<file path="config.mk">
export PLATFORM = sky130hd
export DESIGN_NAME = ternary_mv_engine
export DESIGN_NICKNAME = d
export VERILOG_FILES = /design/src/rtl/ternary_mv_engine.sv
export SDC_FILE = /design/constraint.sdc
export NUM_CORES = 2
export LEC_CHECK = 0
export ABC_AREA = 1
export CAP_MARGIN = 20
export CORE_MARGIN = 5
export CORE_UTILIZATION = 50
export CTS_BUF_LIST = sky130_fd_sc_hd__clkbuf_16
export DETAILED_ROUTE_END_ITERATION = 6
export GPL_ROUTABILITY_DRIVEN = 1
export PLACE_DENSITY_LB_ADDON = 0.25
export SKIP_LAST_GASP = 1
export SYNTH_ARGS = -nofsm -noshare
export SYNTH_HDL_FRONTEND = slang
export SYNTH_SLANG_ARGS = --single-unit
</file>
<file path="constraint.sdc">
create_clock -name clk -period 5.5 [get_ports clk]
set_input_delay 1.1 -clock clk [delete_from_list [all_inputs] [get_ports clk]]
set_output_delay 1.1 -clock clk [all_outputs]
set_load 0.01 [all_outputs]
</file>
<file path="src/rtl/ternary_mv_engine.sv">
// ternary_mv_engine: ternary matrix-vector engine.
//
// Holds one signed vector (VEC_LEN words), one ternary weight matrix
// (VEC_LEN x VEC_LEN, 2 bits per entry) and a separate result buffer. MUL and
// MUL_ACC reduce LANES rows in parallel, one column per cycle, then saturate or
// wrap, apply the activation and write the result buffer.
//
// Build option: define TMVU_SAT_EN to saturate final sums to the DATA_WIDTH
// signed range; otherwise the sums wrap to their low DATA_WIDTH bits.
//
// Ports:
//   clk, rst_n             clock, asynchronous active-low reset
//   cmd_valid/cmd_ready    command handshake (ready only while idle)
//   cmd_op, cmd_act        opcode (NOP/MUL/MUL_ACC/COPY/CLR_VEC/CLR_RES), activation
//   busy, done, err        status; done and err are one-cycle pulses
//   vec_wr_*               vector word write (idle only)
//   mat_wr_*               matrix row write (idle only)
//   rd_sel, rd_addr        read select (0 vector, 1 result) and word index
//   rd_data                registered read data
module ternary_mv_engine #(
  parameter int unsigned              DATA_WIDTH = 32,
  parameter int unsigned              VEC_LEN    = 16,
  parameter int unsigned              LANES      = 4,
  parameter logic [DATA_WIDTH-1:0]    CLAMP_ONE  = 32'h4000_0000
) (
  input  logic                          clk,
  input  logic                          rst_n,
  input  logic                          cmd_valid,
  output logic                          cmd_ready,
  input  logic [2:0]                    cmd_op,
  input  logic [1:0]                    cmd_act,
  output logic                          busy,
  output logic                          done,
  output logic                          err,
  input  logic                          vec_wr_en,
  input  logic [$clog2(VEC_LEN)-1:0]    vec_wr_addr,
  input  logic [DATA_WIDTH-1:0]         vec_wr_data,
  input  logic                          mat_wr_en,
  input  logic [$clog2(VEC_LEN)-1:0]    mat_wr_addr,
  input  logic [2*VEC_LEN-1:0]          mat_wr_data,
  input  logic                          rd_sel,
  input  logic [$clog2(VEC_LEN)-1:0]    rd_addr,
  output logic [DATA_WIDTH-1:0]         rd_data
);

  localparam int unsigned IDX_W = $clog2(VEC_LEN);
  localparam int unsigned ACC_W = DATA_WIDTH + IDX_W + 1;
  localparam int unsigned NGRP  = VEC_LEN / LANES;
  localparam int unsigned GRP_W = $clog2(NGRP + 1);

  localparam logic [2:0] OpNop    = 3'd0;
  localparam logic [2:0] OpMul    = 3'd1;
  localparam logic [2:0] OpMulAcc = 3'd2;
  localparam logic [2:0] OpCopy   = 3'd3;
  localparam logic [2:0] OpClrVec = 3'd4;
  localparam logic [2:0] OpClrRes = 3'd5;

  localparam logic [1:0] ActRelu  = 2'd1;
  localparam logic [1:0] ActClamp = 2'd2;

  localparam logic signed [DATA_WIDTH-1:0] ClampPos = CLAMP_ONE;
  localparam logic signed [DATA_WIDTH-1:0] ClampNeg = -ClampPos;

  if (LANES == 0 || (VEC_LEN % LANES) != 0) begin : g_lanes_check
    $error("LANES must divide VEC_LEN");
  end

  typedef enum logic [1:0] {StIdle, StRun, StDone} state_e;

  state_e                   state_q, state_d;
  logic [GRP_W-1:0]         grp_q, grp_d;
  logic [IDX_W-1:0]         col_q, col_d;
  logic signed [ACC_W-1:0]  acc_q [LANES];
  logic signed [ACC_W-1:0]  acc_d [LANES];
  logic                     op_acc_q;
  logic [1:0]               act_q;
  logic                     err_q;

  // Final sums are registered and written back one cycle later; the extra
  // drain cycle after the last group flushes the final writeback.
  logic                     wb_valid_q, wb_valid_d;
  logic [GRP_W-1:0]         wb_grp_q, wb_grp_d;
  logic signed [ACC_W-1:0]  wb_sum_q [LANES];
  logic signed [ACC_W-1:0]  wb_sum_d [LANES];

  logic [DATA_WIDTH-1:0]    vec_q [VEC_LEN];
  logic [2*VEC_LEN-1:0]     mat_q [VEC_LEN];
  logic [DATA_WIDTH-1:0]    res_q [VEC_LEN];

  logic                     accept;
  logic                     op_legal;
  logic                     op_is_mul;
  logic [GRP_W-1:0]         init_grp;
  logic                     init_acc;
  logic signed [ACC_W-1:0]  vec_ext;
  logic [IDX_W-1:0]         row_idx  [LANES];
  logic [IDX_W-1:0]         init_row [LANES];
  logic [IDX_W-1:0]         wb_row   [LANES];
  logic [1:0]               entry    [LANES];
  logic signed [ACC_W-1:0]  term     [LANES];
  logic signed [ACC_W-1:0]  sum      [LANES];
  logic signed [ACC_W-1:0]  init_val [LANES];

  assign cmd_ready = (state_q == StIdle);
  assign busy      = ~cmd_ready;
  assign done      = (state_q == StDone);
  assign err       = err_q;

  assign accept    = cmd_valid && cmd_ready;
  assign op_legal  = (cmd_op <= OpClrRes);
  assign op_is_mul = (cmd_op == OpMul) || (cmd_op == OpMulAcc);

  // Accumulator preload source: group 0 at accept, next group at a group end.
  assign init_grp = (state_q == StIdle) ? '0 : grp_q + 1'b1;
  assign init_acc = (state_q == StIdle) ? (cmd_op == OpMulAcc) : op_acc_q;

  assign vec_ext = {{(ACC_W-DATA_WIDTH){vec_q[col_q][DATA_WIDTH-1]}}, vec_q[col_q]};

  for (genvar l = 0; l < LANES; l++) begin : g_lane
    assign row_idx[l]  = IDX_W'(grp_q * LANES + l);
    assign init_row[l] = IDX_W'(init_grp * LANES + l);
    assign wb_row[l]   = IDX_W'(wb_grp_q * LANES + l);
    assign entry[l]    = mat_q[row_idx[l]][{col_q, 1'b0} +: 2];
    // bit0 enables the entry, bit1 negates it
    assign term[l]     = entry[l][0] ? (entry[l][1] ? -vec_ext : vec_ext) : '0;
    assign sum[l]      = acc_q[l] + term[l];
    assign init_val[l] = (init_acc && (init_grp < GRP_W'(NGRP)))
                       ? {{(ACC_W-DATA_WIDTH){res_q[init_row[l]][DATA_WIDTH-1]}},
                          res_q[init_row[l]]}
                       : '0;
  end

  function automatic logic [DATA_WIDTH-1:0] post_proc(input logic signed [ACC_W-1:0] s,
                                                      input logic [1:0] act);
    logic signed [DATA_WIDTH-1:0] x;
`ifdef TMVU_SAT_EN
    logic signed [ACC_W-1:0] sat_max;
    logic signed [ACC_W-1:0] sat_min;
    sat_max = {{(ACC_W-DATA_WIDTH+1){1'b0}}, {(DATA_WIDTH-1){1'b1}}};
    sat_min = {{(ACC_W-DATA_WIDTH+1){1'b1}}, {(DATA_WIDTH-1){1'b0}}};
    if (s > sat_max) begin
      x = sat_max[DATA_WIDTH-1:0];
    end else if (s < sat_min) begin
      x = sat_min[DATA_WIDTH-1:0];
    end else begin
      x = s[DATA_WIDTH-1:0];
    end
`else
    x = s[DATA_WIDTH-1:0];
`endif
    case (act)
      ActRelu:  if (x < 0) x = '0;
      ActClamp: begin
        if (x > ClampPos) x = ClampPos;
        else if (x < ClampNeg) x = ClampNeg;
      end
      default: ;  // NONE and reserved pass through
    endcase
    return x;
  endfunction

  always_comb begin
    state_d    = state_q;
    grp_d      = grp_q;
    col_d      = col_q;
    acc_d      = acc_q;
    wb_valid_d = 1'b0;
    wb_grp_d   = wb_grp_q;
    wb_sum_d   = wb_sum_q;
    unique case (state_q)
      StIdle: begin
        if (accept && op_is_mul) begin
          state_d = StRun;
          grp_d   = '0;
          col_d   = '0;
          acc_d   = init_val;
        end else if (accept && op_legal) begin
          state_d = StDone;
        end
      end
      StRun: begin
        if (grp_q == GRP_W'(NGRP)) begin
          state_d = StDone;
        end else if (col_q == IDX_W'(VEC_LEN - 1)) begin
          wb_valid_d = 1'b1;
          wb_grp_d   = grp_q;
          wb_sum_d   = sum;
          grp_d      = grp_q + 1'b1;
          col_d      = '0;
          acc_d      = init_val;
        end else begin
          col_d = col_q + 1'b1;
          acc_d = sum;
        end
      end
      StDone: begin
        state_d = StIdle;
        grp_d   = '0;
      end
      default: state_d = StIdle;
    endcase
  end

  always_ff @(posedge clk or negedge rst_n) begin
    if (!rst_n) begin
      state_q    <= StIdle;
      grp_q      <= '0;
      col_q      <= '0;
      op_acc_q   <= 1'b0;
      act_q      <= '0;
      err_q      <= 1'b0;
      wb_valid_q <= 1'b0;
      wb_grp_q   <= '0;
      rd_data    <= '0;
      for (int l = 0; l < LANES; l++) begin
        acc_q[l]    <= '0;
        wb_sum_q[l] <= '0;
      end
      for (int i = 0; i < VEC_LEN; i++) begin
        vec_q[i] <= '0;
        mat_q[i] <= '0;
        res_q[i] <= '0;
      end
    end else begin
      state_q    <= state_d;
      grp_q      <= grp_d;
      col_q      <= col_d;
      acc_q      <= acc_d;
      wb_valid_q <= wb_valid_d;
      wb_grp_q   <= wb_grp_d;
      wb_sum_q   <= wb_sum_d;
      err_q      <= accept && !op_legal;

      if (accept) begin
        op_acc_q <= (cmd_op == OpMulAcc);
        act_q    <= cmd_act;
      end

      if (state_q == StIdle) begin
        if (vec_wr_en) vec_q[vec_wr_addr] <= vec_wr_data;
        if (mat_wr_en) mat_q[mat_wr_addr] <= mat_wr_data;
      end

      if (accept) begin
        case (cmd_op)
          OpCopy:   vec_q <= res_q;
          OpClrVec: for (int i = 0; i < VEC_LEN; i++) vec_q[i] <= '0;
          OpClrRes: for (int i = 0; i < VEC_LEN; i++) res_q[i] <= '0;
          default: ;  // NOP, MUL, MUL_ACC, illegal
        endcase
      end

      if (wb_valid_q) begin
        for (int l = 0; l < LANES; l++) begin
          res_q[wb_row[l]] <= post_proc(wb_sum_q[l], act_q);
        end
      end

      rd_data <= rd_sel ? res_q[rd_addr] : vec_q[rd_addr];
    end
  end

endmodule

</file>
After elaboration in Yosys (flattened, before gate mapping)
Cells that the tools add are included.
{"block": "totals", "rom_bits": 0, "mem_bits_rw": 0, "latch_bits": 0, "wordCells": 288, "register_bits": 1860, "memories": 0}
{"block": "classes", "div_mod_pow": 0, "n_mul": 0, "n_eq_ne": 16, "shifts": 4, "addsub": 16, "n_bitwise": 18, "magnitude_cmp": 36, "mux": 112, "n_reduce_logical": 21}
{"cell": "512-bit bitwise mux", "n": 6}
{"cell": "512-bit two-way mux", "n": 6}
{"cell": "32-bit two-way mux", "n": 45}
{"cell": "32-bit binary-select mux with 4-bit select", "n": 11}
{"cell": "512-bit one-hot mux with 2 select lines", "n": 1}
{"cell": "32-bit demux with 4-bit select", "n": 6}
{"cell": "148-bit two-way mux", "n": 3}
{"cell": "37-bit two-way mux", "n": 12}
{"cell": "148-bit one-hot mux with 2 select lines", "n": 1}
{"cell": "32-bit one-hot mux with 2 select lines", "n": 4}
{"cell": "37-bit adder", "n": 4}
{"cell": "32-bit > comparator (second input constant)", "n": 4}
{"cell": "32-bit by 1-bit less-than comparator with 1-bit output (second input constant)", "n": 4}
{"cell": "32-bit by 31-bit less-than comparator with 1-bit output (second input constant)", "n": 4}
{"cell": "32-bit by 6-bit indexed part select with 2-bit output", "n": 4}
{"cell": "5-bit >= comparator (second input constant)", "n": 16}
{"cell": "4-bit NOT with 5-bit output", "n": 16}
{"cell": "37-bit negation", "n": 1}
{"cell": "5-bit by 1-bit less-than comparator with 1-bit output (second input constant)", "n": 6}
{"cell": "4-bit by 2-bit adder with 4-bit output (second input constant)", "n": 6}
{"cell": "4-bit by 1-bit adder with 4-bit output (second input constant)", "n": 4}
{"cell": "3-bit two-way mux", "n": 4}
{"cell": "4-bit two-way mux", "n": 3}
{"cell": "1-bit logical AND", "n": 11}
{"cell": "26 further kinds", "n": 41}

Depth between registers and ports, before layout
{"block": "depth", "depth_word": 12, "ltp_mapped": 36, "ltp_nobuf": 34}

Worst setup path before layout
No wires, ideal clock.
{"block": "synth_path", "path_kind": "register to register", "from": "register col_q[0]", "to": "register acc_q[96] (netlist name)", "arrival_ps": 4547, "stages_incl_launch_ff": 29, "required_time_ps": 5423, "setup_ps": 77, "path_buffers": 8, "period_less_slack_ps": 4625, "setup_slack_ps": 875, "cell_sequence": "dfrtp_1 -> buf_6 -> inv_4 -> buf_8 -> buf_6 -> buf_6 -> buf_6 -> buf_4 -> buf_2 -> o21ai_0 -> o211ai_1 -> nand3_1 -> nand2_1 -> buf_2 -> inv_1 -> nor2_1 -> ha_1 -> inv_1 -> fa_1 -> o21ai_0 -> a21boi_0 -> o21ai_0 -> a21oi_1 -> o21ai_0 -> a21boi_0 -> o21ai_0 -> xor2_1 -> nand2_1 -> a21oi_1"}
{"block": "synth_between", "elab_chain_len": 11}
{"item": "start, declared", "line_no": "72", "rtl": "logic [IDX_W-1:0] col_q, col_d;"}
{"item": "start signal, assigned", "line_no": "227", "rtl": "col_q <= col_d;"}
{"item": "4-bit NOT with 5-bit output (implied by the code)", "line_no": "117", "rtl": "assign vec_ext = {{(ACC_W-DATA_WIDTH){vec_q[col_q][DATA_WIDTH-1]}}, vec_q[col_q]};"}
{"item": "32-bit binary-select mux with 4-bit select", "line_no": "117"}
{"item": "32-bit two-way mux (implied by the code) (2 in a row)", "line_no": "117"}
{"item": "37-bit negation", "line_no": "125", "rtl": "assign term[l] = entry[l][0] ? (entry[l][1] ? -vec_ext : vec_ext) : '0;"}
{"item": "37-bit two-way mux (2 in a row)", "line_no": "125"}
{"item": "37-bit adder", "line_no": "126", "rtl": "assign sum[l] = acc_q[l] + term[l];"}
{"item": "148-bit two-way mux (*)", "line_no": "184", "rtl": "end else if (col_q == IDX_W'(VEC_LEN - 1)) begin"}
{"item": "148-bit two-way mux (*)", "line_no": "182", "rtl": "if (grp_q == GRP_W'(NGRP)) begin"}
{"item": "148-bit one-hot mux with 2 select lines (*)", "line_no": "170", "rtl": "unique case (state_q)"}
{"item": "end signal, assigned by index", "line_no": "216", "rtl": "acc_q[l] <= '0;"}
{"item": "end signal, assigned", "line_no": "228", "rtl": "acc_q <= acc_d;"}
{"item": "end, declared", "line_no": "73", "rtl": "logic signed [ACC_W-1:0] acc_q [LANES];"}
Every way passes the cells marked *; elsewhere a longest branch is shown, timed or not. The select of a mux whose other input is x is not followed.
A chain may end at the register's enable or synchronous reset.

Worst setup path after layout
{"block": "layout_path", "from": "register col_q[0]", "to": "register acc_q[105] (netlist name)"}
Same word-level chain as after synthesis.

==> results.txt <==
- The run finished, with violations left.
* Violations in the final reports: design-rule violations
- Global routing used 38.72% of the available tracks.
- After detailed routing, the number of vias per cell comes to 6.402.
- STA puts the critical path data arrival time at 6180 ps.
- The path class of the tightest hold or removal check is input port to async pin.
- By area the synthesized netlist is led by sky130_fd_sc_hd__dfrtp_1 44%, sky130_fd_sc_hd__o21ai_0 14%, sky130_fd_sc_hd__nand2_1 9.0%, sky130_fd_sc_hd__nand3_1 5.3%, sky130_fd_sc_hd__a21oi_1 4.7%.
- Synthesized net count: 14246
- The worst-case IR drop observed on VDD is 0.3524 mV.
- The worst setup path is launched from a flop.
* Distinct cell type count after synthesis: 61
* Clock Latency Late Sink: 910 ps
* Drt wl/cell: 25.84 um
- In the synthesized netlist, the number of instances is 14025.
- Global routing finished with a remaining overflow of 0.
- Std-Cell Core Area: 207700 um^2
* Area of the die: 218400 um^2
* Final period utilization: 98.93%
* Number of routed nets with antenna violations: 0
- The worst path in the final design needs a cycle of 5441 ps, including I/O delays and setup.
- Placer congestion estimate: 1.065
* Maximum number of buffers from clock root to sink: 3
- Total detailed-routing wirelength: 438.7 mm
* Half-perimeter wire length after detailed placement: 286.0 mm
* Required arrival time at the worst endpoint: 6240 ps
- The biggest area contributor in the post-synthesis netlist is sky130_fd_sc_hd__dfrtp_1.
- Pin placement for this block handled 123 I/O pins.
- In this run the worst path has a maximum fanout of 23.
- The floorplan step set the die height to 467.4 um.
* Setup crit end kind: flop
- CTS Root Cell: sky130_fd_sc_hd__clkbuf_16
- Area share of the largest cell type after synthesis: 44.02%
- Number of slew-limit violations in the final report: 0
- Fmax achieved: 183.8 MHz
- After synthesis the netlist holds a flip-flop and latch count of 1840.
* Number of antenna violations at the first check in global routing: 33
- First-pass GRT wire length: 646.1 mm
- Cell leakage power: 0.05550 uW
* Number of DRC markers after the initial detailed-route iteration: 16344
- For this run, the slowest stage of the critical path takes 500 ps.
- DRC violations left: 1
* Initial core utilization: 50.36%
- Share of cells above drive strength 1: 9.268%
- Across the run, the number of max-cap violations was 0.
- The top cell types in the final layout, fill and taps aside, are 2890 x sky130_fd_sc_hd__o21ai_0, 2459 x sky130_fd_sc_hd__nand2_1, 1834 x sky130_fd_sc_hd__dfrtp_1, 1282 x sky130_fd_sc_hd__inv_1, 1092 x sky130_fd_sc_hd__nand3_1.
- TritonCTS sink count: 1840
- Input and output buffers added on the ports amount to 122.
- The floorplan step set the die width to 467.4 um.
- Floorplan row count: 167
* Count of endpoints failing setup in the final report: 0
- Final Skew: 104.6 ps
- For this design, the CTS-stage hold fixing added 0 buffers.
- Clock buffer count from CTS: 200
- The final layout contains 14221 nets.
* TritonCTS clock tree: built
- Area growth syn-to-layout: 14.36%
- Max stage delay cell, worst path: sky130_fd_sc_hd__dfrtp_4
- Unrepaired setup endpoints after global routing: true
- Clock-pin transition on the worst setup and hold timing paths: 60 ps
- Of the synthesized area, sequential elements account for 44.02%.
* Top cell by count, worst path: sky130_fd_sc_hd__nand3_1
- In this run, placement finished with an instance count of 16562.
- Yosys printed 0 warnings.
- Maximum number of pins on one net before global-route repair: 162
- The worst setup path is of the flop to flop kind.
- Measured against its own limit, the worst slew margin works out to 18.22%.
* Non-Filler Instances: 16975
- Number of H-tree branching levels: 4
- The cell area that synthesis handed to floorplanning was 104600 um^2.
* Count of endpoints failing hold in the final timing report: 0
- The number of global-route vias before repair came to 101440.
- In this run the power density over the cells is 237.5 nW/um^2.
- Router iterations before antenna repair: 7
- Via Count: 108667
- Actual transition at the worst max-transition pin: 1219 ps
- Fill cells in the final layout number 19235.
- A synthesized cell averages 7.457 um^2.
* Util after Layout: 57.59%
- Most frequent standard cell in the layout excluding fill and tap cells: sky130_fd_sc_hd__o21ai_0
[synthesized netlist by cell type, drive strengths merged]
master   instances
ha             130
fa               4
a311oi           1
nand3         1113
a221oi          12
and2             3
o21ai         2924
xnor2           53
a32oi           30
buf            236
inv           1254
a2111oi          2
o21bai           9
clkbuf         933
nor2           638
a21boi          11
nor4            33
a31o             1
o31ai            1
clkinv           9
dfrtp         1840
a31oi           78
xor2            57
o21a             8
nand4           32
nor3            35
o311ai           3
or2             19
a211oi           1
o211ai         234
a21o             9
a21oi          986
o221ai          34
nand2         2517
nand3b          15
o22ai          663
a22oi           22
mux2i           75
[cell type report]
cell class	count	area [um^2]	area share [%]
multi-input combinational	9753	49780	41.62
antenna	20	50.05	0.04184
clock inverter	168	1416	1.184
sequential	1840	46070	38.51
timing repair buffer	941	8961	7.492
tap	2788	3488	2.916
timing repair inverter	1	11.26	0.009414
inverter	1263	4811	4.022
clock buffer	201	5030	4.205
[critical path: cells and delay by family, from the launching register on]
kind | cells | cell delay (ps)
fa+ha+maj | 1 | 340
compound gates | 6 | 840
simple gates | 12 | 1710
flops | 1 | 500
buf+inv | 10 | 1650
xor+xnor | 1 | 210
[layer usage]
metal / part of all wire, % / global-route usage (%) / vias up
met4: 6.3 / 21.19 / 10
li1: - / - / 47873
met3: 13 / 10.74 / 1580
met5: 0.016 / 0 / -
met2: 42 / 56.37 / 7546
met1: 39 / 52.36 / 51658
[where the power goes]
| group | total [uW] | internal, uW | switching, uW |
|---|---|---|---|
| clock | 13500 | 7460 | 6050 |
| combinational | 1310 | 315 | 997 |
| sequential | 13600 | 13600 | 18.6 |
[cells by family (layout without fill, tap and decap cells)]
group	after synthesis	count (layout)	share of synthesized area, %
AO/OA/AOI/OAI	5029	5029	25.96
AND/OR/NAND/NOR	4405	4405	17.60
buffers and inverters	2432	2574	9.125
flip-flops	1840	1840	44.02
adder cells (fa/ha/maj)	134	134	1.632
XOR/XNOR	110	110	0.9427
multiplexers	75	75	0.7178
other	0	20	0
[worst paths after layout]
kind / start / cells past startpoint / slack (ps) / to
hold reg to reg: mat_q[154] / 2 / 480 / mat_q[154]
hold / removal: rst_n / 1 / 180 / mat_q[300]
setup / recovery: col_q[0] / 30 / 60 / acc_q[105]
max in group asynchronous: rst_n / 3 / 3550 / wb_sum_q[141]
setup reg to reg: col_q[0] / 30 / 60 / acc_q[105]
min in group clk: mat_q[154] / 2 / 480 / mat_q[154]
[flip-flops by register name, summed over array words and instances (netlist names), 3 cells and up]
signal	count
rd_data	32
acc_q	128
wb_sum_q	128
vec_q	512
res_q	512
grp_q	3
mat_q	512
col_q	4
[stage by stage]
step | TNS [ps] | worst slack, ps | power [uW] | instance area, um^2 | hold slack (ps)
detailed placement | -1106 | -231.1 | 15110 | 112300 | 467.6
finish | 0 | 58.96 | 28400 | 119600 | 182.5
global placement | -532.3 | -121.3 | 15100 | 112200 | 460.2
floorplan | 0 | 875.3 | 14330 | 104600 | 432.9
CTS | -49.14 | -49.14 | 28420 | 118700 | 245.5
global route | -1826 | -180.5 | 29120 | 119600 | 239.5
[what timing repair did]
action,in CTS,in global routing
gates resized for setup,7,143
gates cloned,0,7
buffers inserted,1,14
pin swaps,0,23
setup endpoints to repair,23,104
Note: power is estimated with default switching activity, not from simulation.
